==> config.mk <==
export PLATFORM = sky130hd
export DESIGN_NAME = riscv_fetch_unit
export DESIGN_NICKNAME = d
export VERILOG_FILES = /design/src/rtl/riscv_fetch_unit.sv
export SDC_FILE = /design/constraint.sdc
export NUM_CORES = 1
export LEC_CHECK = 0
export CAP_MARGIN = 20
export CORE_ASPECT_RATIO = 1.75
export CORE_MARGIN = 4
export CORE_UTILIZATION = 55
export CTS_CLUSTER_SIZE = 12
export DETAILED_ROUTE_END_ITERATION = 10
export GPL_TIMING_DRIVEN = 0
export PLACE_DENSITY_LB_ADDON = 0.15
export SLEW_MARGIN = 20
export SYNTH_ARGS = -nofsm -noshare
export SYNTH_HDL_FRONTEND = slang
export SYNTH_SLANG_ARGS = --single-unit
==> constraint.sdc <==
create_clock -name clk -period 5.1 [get_ports clk]
set_input_delay 1.02 -clock clk [delete_from_list [all_inputs] [get_ports clk]]
set_output_delay 1.02 -clock clk [all_outputs]
set_load 0.005 [all_outputs]
==> src/rtl/riscv_fetch_unit.sv <==
// RV32I instruction-fetch stage: owns the PC, fetches over a req/gnt/rvalid
// handshake, and presents one instruction at a time in the IF/ID register.
module riscv_fetch_unit #(
    parameter logic [31:0] RESET_PC = 32'h0000_0000
) (
    input  logic        clk,
    input  logic        rst_n,
    input  logic        flush,
    input  logic        pcSrc,
    input  logic [31:0] target_pc,
    input  logic        stall,
    output logic        imem_req,
    output logic [31:0] imem_addr,
    input  logic        imem_gnt,
    input  logic        imem_rvalid,
    input  logic [31:0] imem_rdata,
    output logic        if_valid,
    output logic [31:0] if_pc,
    output logic [31:0] if_instr
);

    localparam int unsigned XLEN = 32;
    localparam logic [XLEN-1:0] NOP_INSTR = 32'h0000_0013;
    localparam logic [XLEN-1:0] PC_STEP   = 32'd4;

    typedef enum logic [1:0] {
        BOOT = 2'd0,
        REQ  = 2'd1,
        WAIT = 2'd2,
        DROP = 2'd3
    } state_t;

    state_t            state;
    state_t            state_nxt;
    logic [XLEN-1:0]   pc;
    logic [XLEN-1:0]   req_pc;
    logic              hold_valid;
    logic [XLEN-1:0]   hold_pc;
    logic [XLEN-1:0]   hold_instr;

    logic              fire;
    logic              resp_ok;
    logic              kill;
    logic              out_free;
    logic              unused_tgt_lsb;

    // Target low bits are forced to zero, so they are deliberately dropped.
    assign unused_tgt_lsb = ^target_pc[1:0];

    assign kill      = flush | pcSrc;
    assign out_free  = !if_valid || !stall;
    assign imem_addr = pc;

    // State register.
    always_ff @(posedge clk or negedge rst_n) begin
        if (!rst_n) begin
            state <= BOOT;
        end else begin
            state <= state_nxt;
        end
    end

    // Next-state, request and response-acceptance decode.
    always_comb begin
        state_nxt = state;
        imem_req  = 1'b0;
        fire      = 1'b0;
        resp_ok   = 1'b0;
        case (state)
            BOOT: begin
                state_nxt = REQ;
            end
            REQ: begin
                // A full hold buffer blocks new fetches so it cannot overflow.
                imem_req = !hold_valid;
                if (!hold_valid && imem_gnt) begin
                    fire      = 1'b1;
                    state_nxt = pcSrc ? DROP : WAIT;
                end
            end
            WAIT: begin
                if (imem_rvalid) begin
                    resp_ok   = !pcSrc;
                    state_nxt = REQ;
                end else if (pcSrc) begin
                    state_nxt = DROP;
                end
            end
            DROP: begin
                if (imem_rvalid) begin
                    state_nxt = REQ;
                end
            end
            default: begin
                state_nxt = BOOT;
            end
        endcase
    end

    // Program counter and address of the outstanding fetch; redirect wins.
    always_ff @(posedge clk or negedge rst_n) begin
        if (!rst_n) begin
            pc     <= RESET_PC;
            req_pc <= '0;
        end else begin
            if (fire) begin
                req_pc <= pc;
            end
            if (pcSrc) begin
                pc <= {target_pc[XLEN-1:2], 2'b00};
            end else if (fire) begin
                pc <= pc + PC_STEP;
            end
        end
    end

    // IF/ID register and one-entry hold buffer for responses decode can't take.
    always_ff @(posedge clk or negedge rst_n) begin
        if (!rst_n) begin
            if_valid   <= 1'b0;
            if_pc      <= '0;
            if_instr   <= NOP_INSTR;
            hold_valid <= 1'b0;
            hold_pc    <= '0;
            hold_instr <= '0;
        end else if (kill) begin
            if_valid   <= 1'b0;
            hold_valid <= 1'b0;
        end else begin
            if (out_free && hold_valid) begin
                if_valid <= 1'b1;
                if_pc    <= hold_pc;
                if_instr <= hold_instr;
            end else if (out_free && resp_ok) begin
                if_valid <= 1'b1;
                if_pc    <= req_pc;
                if_instr <= imem_rdata;
            end else if (out_free) begin
                if_valid <= 1'b0;
            end

            if (resp_ok && (!out_free || hold_valid)) begin
                hold_valid <= 1'b1;
                hold_pc    <= req_pc;
                hold_instr <= imem_rdata;
            end else if (out_free && hold_valid) begin
                hold_valid <= 1'b0;
            end
        end
    end

endmodule

==> results.ini, run 1 <==
[sta]
finalMaxSlewViolations = 0
setup_viol = 0
fin_crit_ns = 2.97
relSlewSlack = 0.496
worst-slew-pin-transition_ns = 0.756
max_freq_mhz = 336
fin_crit_sh = 0.583
rsz0062_at_grt = no
finClkSkew_ns = 0.0115
finalHoldViolCount = 0
holdWs_ns = 0.460
setup_ws_ns = 2.13

[clock_tree]
clockBufferDepth = 2
cts.sinks = 188
htree_levels = 4
numCtsBuffers = 17
cts-resized-gates = 0
root_buffer = clkbuf_16
clock_latency_ns = 0.42
cts_tree = yes
ctsHoldBuffers = 0
postCtsSetupRepairBufs = 0
path_clk_slew_ns = 0.07

[setup_path]
crit_type = in2reg
endpoint_kind = flip-flop
reg2reg_slack_ns = 2.49
cp.required_ns = 5.38
worstPathArrival_ns = 3.25
worstPathMaxFanout = 10
timing.rr.start = state[0]
cp-start-kind = input port
r2r_end = if_instr[31]
r2r_cells = 9

[cells_and_area]
n_antenna_cell = 0
fin_area_um2 = 10700
drive_gt1_frac = 0.156
finalNonFillerCells = 1082
finalNetCount = 964
syn_to_final_growth_pct = 30.7

[routing]
met1_length_um = 7610
post_drt_wl_per_cell_um = 17.4
highest_layer = met4
drc = 0
dr_wl_met2_um = 9800
dr_wl_met3_um = 838
routed_wl_um = 18800
drtIter0Drc = 255
via_count = 5990
ant_nets = 0
routed_via_density = 5.54
drt-pass1-iter-count = 7

[placed_design]
place_congestion = 0.876
port_buffers = 162
dp.cells = 1050
dp_hpwl_um = 14000
dp_slack_ns = 1.68
dpl_cell_area_um2 = 10100

[power]
finalPower_mw = 4.73
power_leakage_nw = 4.57
ir_drop_uv = 369
pwr_density_cell_nw_per_um2 = 441

[global_route]
antenna_found_initial = 0
first_global_vias = 6301
grt_overflow_total = 0
grt_first_pass_wirelength_um = 31300
grt_max_degree = 84
gr-usage-all-layers = 0.231

[logic_synthesis]
synth_cell_types = 40
ys_seq_area_frac = 0.574
netlist_area_um2 = 8200
synth.ff_latch_count = 188
yosys_warnings = 0
avgSynthCellArea_um2 = 11.7
synth_cells = 703

[floorplan]
fp.coreArea_um2 = 14500
io-pin-count = 169
start_util = 0.565
dieWidth_um = 100
die_h_um = 170
die_area_um2 = 17000
rows = 58

[status]
outcome = finished, final reports clean

[flow_run]
maxCapViolCount = 0

[min_path]
min_path_type = in2async

[routing by layer]
metal / vias up / global-route usage
met5: - / 0
met4: 0 / 0.0874
met3: 36 / 0.0370
met2: 177 / 0.399
met1: 2916 / 0.289
li1: 2861 / -
[where the power goes]
part	switching (mW)	internal, mW
combinational	0.492	0.771
clock	0.563	0.741
sequential	0.276	1.89
total	1.33	3.40
[critical path: stages]
cell	delay, ns
clkdlybuf4s50_1	0.52
a21oi_1	0.10
or4b_1	0.52
clkbuf_1	0.25
clkbuf_1	0.31
clkbuf_1	0.30
nand2_1	0.14
o21ai_0	0.09
[cells in the final DEF (no fill, tap or decap), drive strengths merged, types with 3 or more instances in the layout]
cell / n
a21oi: 4
a31oi: 18
and2: 3
and4: 3
buf: 18
clkbuf: 50
clkdlybuf4s50: 161
clkinv: 5
clkinvlp: 3
conb: 4
dfrtp: 185
dfstp: 3
ha: 4
inv: 13
mux2: 88
mux2i: 64
nand2: 91
nand3: 9
nand4: 8
nor2: 21
nor3: 5
o21ai: 89
o31ai: 9
or3: 9
or4: 10
xnor2: 9
[worst max path at each step]
stage	startpoint	endpoint
2_1_floorplan	stall	hold_instr[0]
3_3_place_gp	rst_n	imem_addr[24]
3_5_place_dp	imem_rvalid	if_instr[2]
4_1_cts	stall	if_instr[31]
5_1_grt	imem_rvalid	if_instr[31]
6_report	imem_rvalid	if_instr[31]
[flip-flops by register name (all words and copies together), names as in the netlist]
name	flops
hold_pc	30
if_pc	30
hold_valid	1
if_valid	1
imem_addr	30
state	2
if_instr	32
req_pc	30
hold_instr	32
[Yosys cell counts]
master | n | share of area
dfrtp_1 | 185 | 0.56
nand2_1 | 91 | 0.042
o21ai_0 | 89 | 0.054
mux2_2 | 88 | 0.12
mux2i_1 | 64 | 0.078
clkbuf_1 | 30 | 0.014
nor2_1 | 21 | 0.0096
a31oi_1 | 18 | 0.014
inv_1 | 10 | 0.0046
or4_1 | 10 | 0.0092
nand3_1 | 9 | 0.0055
o31ai_1 | 9 | 0.0082
xnor2_1 | 9 | 0.0096
nand4_1 | 8 | 0.0061
buf_2 | 7 | 0.0043
or3_1 | 7 | 0.0053
nor3_1 | 5 | 0.0031
a21oi_1 | 4 | 0.0024
buf_4 | 4 | 0.0037
ha_1 | 4 | 0.0061
and2_1 | 3 | 0.0023
buf_1 | 3 | 0.0014
dfstp_2 | 3 | 0.0096
a211oi_1 | 2 | 0.0018
and4_1 | 2 | 0.0021
nor4_1 | 2 | 0.0015
or3_2 | 2 | 0.0018
xor2_1 | 2 | 0.0021
a2111oi_2 | 1 | 0.0018
and3_1 | 1 | 0.00076
and4_2 | 1 | 0.0012
and4b_1 | 1 | 0.0012
buf_6 | 1 | 0.0014
conb_1 | 1 | 0.00046
inv_2 | 1 | 0.00046
maj3_1 | 1 | 0.0012
nand3b_1 | 1 | 0.00092
nand4b_1 | 1 | 0.0011
nor2b_1 | 1 | 0.00076
or4b_1 | 1 | 0.0012
[metrics by stage]
step / utilization / TNS (ns)
2_1_floorplan: - / 0
3_3_place_gp: 0.693 / -774.76
3_5_place_dp: 0.698 / 0
4_1_cts: 0.738 / 0
5_1_grt: 0.738 / 0
6_report: 0.738 / 0
[final cells by class]
| cell class | count | area [µm²] |
|---|---|---|
| buffer | 45 | 200 |
| sequential | 188 | 4710 |
| clock buffer | 20 | 447 |
| multi-input combinational | 462 | 3270 |
| tap | 180 | 225 |
| fill | 1031 | 3800 |
| inverter | 11 | 41.3 |
| clock inverter | 12 | 140 |
| timing repair buffer | 164 | 1680 |
[cell families (layout without fill, tap and decap cells)]
kind of cell / after synthesis / after routing / synth area share
buffers and inverters: 56 / 252 / 0.0295
DFF: 188 / 188 / 0.574
adders and majority gates: 5 / 5 / 0.00733
AOI/OAI and AO/OA: 123 / 123 / 0.0824
other: 1 / 4 / 0.000457
xor gates and xnor gates: 11 / 11 / 0.0118
muxes: 152 / 152 / 0.199
and+or+nand+nor: 167 / 167 / 0.0954
Note: power is estimated with default switching activity, not from simulation.
==> run 2, diff against run 1 <==
- CORE_UTILIZATION: 55 -> 51
- clock period: 5.1 -> 2.8 ns (I/O delays scaled with it)
==> run 2 against run 1 <==
Effect of this change:
- die area up 7.3%
- non-clock buffer count is 1 lower
- clock power is 74% higher
- critical path depth grew 1
- register-to-register slack got worse by 2.3 ns
- cell count is 0.74% higher
- sequential cell count unchanged
- utilization down 6.6 points
- via count is 0.13% higher
- final area is 0.40% lower
- worst hold slack got worse by 0.34 ns
- critical endpoint is now if_instr[9]
- largest cell class unchanged
- largest power group unchanged
- highest routed layer unchanged
==> results.ini, run 2 (same netlist as run 1, synthesis figures left out) <==
[sta]
worst-slew-pin-transition_ns = 0.778
setup_viol = 0
finalMaxSlewViolations = 0
relSlewSlack = 0.482
fin_crit_sh = 0.923
fin_crit_ns = 2.59
rsz0062_at_grt = no
finClkSkew_ns = 0.00927
finalHoldViolCount = 0
setup_ws_ns = 0.215
max_freq_mhz = 387
holdWs_ns = 0.116

[routing]
routed_wl_um = 18700
via_count = 5998
drc = 0
ant_nets = 0
drtIter0Drc = 251
post_drt_wl_per_cell_um = 17.1
drt-pass1-iter-count = 4
routed_via_density = 5.50

[cells_and_area]
fin_area_um2 = 10700
final_util = 0.672
reg_top3 = hold_instr: 32 flops, if_instr: 32 flops
n_antenna_cell = 0
syn_to_final_growth_pct = 30.2
final_cell_mix = dfrtp_1 (185), clkdlybuf4s50_1 (161), nand2_1 (91)
nFillCells = 1258
drive_gt1_frac = 0.159
finalNonFillerCells = 1090
final_common_cell = dfrtp_1
finalNetCount = 963

[setup_path]
cp.required_ns = 3.08
worstPathMaxFanout = 10
cp-start-kind = flip-flop
worstPathArrival_ns = 2.86
endpoint_kind = flip-flop
crit_type = reg2reg

[placed_design]
port_buffers = 162
dp_slack_ns = -0.196
dp_hpwl_um = 14000
dp.cells = 1058
place_congestion = 0.859
dpl_cell_area_um2 = 10100

[status]
outcome = finished, final reports clean

[floorplan]
dieWidth_um = 104
rows = 61
start_util = 0.516
fp.coreArea_um2 = 15900
die_h_um = 176
io-pin-count = 169
die_area_um2 = 18200

[clock_tree]
cts.sinks = 188
root_buffer = clkbuf_16
path_clk_slew_ns = 0.07
cts-resized-gates = 0
numCtsBuffers = 17
postCtsSetupRepairBufs = 0
htree_levels = 4
clock_latency_ns = 0.41
cts_tree = yes
clockBufferDepth = 2
ctsHoldBuffers = 0

[global_route]
first_global_vias = 6218
grt_first_pass_wirelength_um = 30900
antenna_found_initial = 0
grt_overflow_total = 0
grt_max_degree = 108
gr-usage-all-layers = 0.208

[power]
p_int_mw = 6.04
switching_share = 0.288
p_clk_frac = 0.266
power_leakage_nw = 4.55
pwr_density_cell_nw_per_um2 = 795
pwr-share-comb = 0.269
netSwitchingPower_mw = 2.44
ir_drop_uv = 421
p_seq_frac = 0.465

[flow_run]
maxCapViolCount = 0

[min_path]
min_path_type = in2async

==> run 2: cell count changes in the layout (fill, tap and decap cells not counted), moves of 2 or more <==
cell,previous run,this run
clkbuf_1,32,29
clkinv_4,4,1
bufinv_16,2,0
inv_6,2,4
inv_8,0,2
==> run 2: final cells by class <==
cell class | instances | area (µm²) | area share
Buffer | 45 | 201 | 0.0189
Clock buffer | 19 | 453 | 0.0424
Clock inverter | 13 | 106 | 0.00996
Inverter | 11 | 41.3 | 0.00387
Multi-Input combinational cell | 462 | 3270 | 0.307
Sequential cell | 188 | 4710 | 0.441
Tap cell | 189 | 236 | 0.0222
Timing Repair Buffer | 163 | 1650 | 0.155
==> run 2: per-layer routing <==
layer	vias up	track usage	wire length (µm)
met5	-	0	0
met4	0	0.0776	378
met3	22	0.0342	680
met2	170	0.372	10000
met1	2960	0.251	7560
li1	2846	-	-
==> run 2: final timing paths <==
check                      slack (ns)      start  depth (start not counted)        endpoint
setup / recovery                 0.21   state[0]                          9     if_instr[9]
hold / removal                   0.12      rst_n                          1  hold_instr[26]
setup reg to reg                 0.21   state[0]                          9     if_instr[9]
hold reg to reg                  0.48  if_pc[19]                          2       if_pc[19]
max in group asynchronous        1.73      rst_n                          2  hold_instr[31]
min in group clk                 0.48  if_pc[19]                          2       if_pc[19]
==> run 2: power by group through the flow <==
stage               clock, mW  sequential [mW]  combinational (mW)
finish                   2.26             3.94                2.29
global route             2.42             4.03                2.52
CTS                      2.30             3.95                2.33
detailed placement          0             4.00                2.32
global placement            0             3.94                2.24
floorplan                   0             3.90               0.908
==> run 2: metrics by stage <==
| stage | setup TNS [ns] | power, mW |
|---|---|---|
| floorplan | 0 | 4.81 |
| finish | 0 | 8.48 |
| detailed placement | -11.92 | 6.32 |
| global route | 0 | 8.98 |
| global placement | -1152.02 | 6.18 |
| CTS | 0 | 8.58 |
==> run 2: critical path: stages (launching register included) <==
cell,delay (ns)
dfrtp_1,0.41
inv_1,0.09
ha_1,0.25
a21oi_1,0.11
or4b_1,0.53
clkbuf_1,0.25
clkbuf_2,0.27
clkbuf_1,0.29
nand2_1,0.14
o21ai_0,0.09
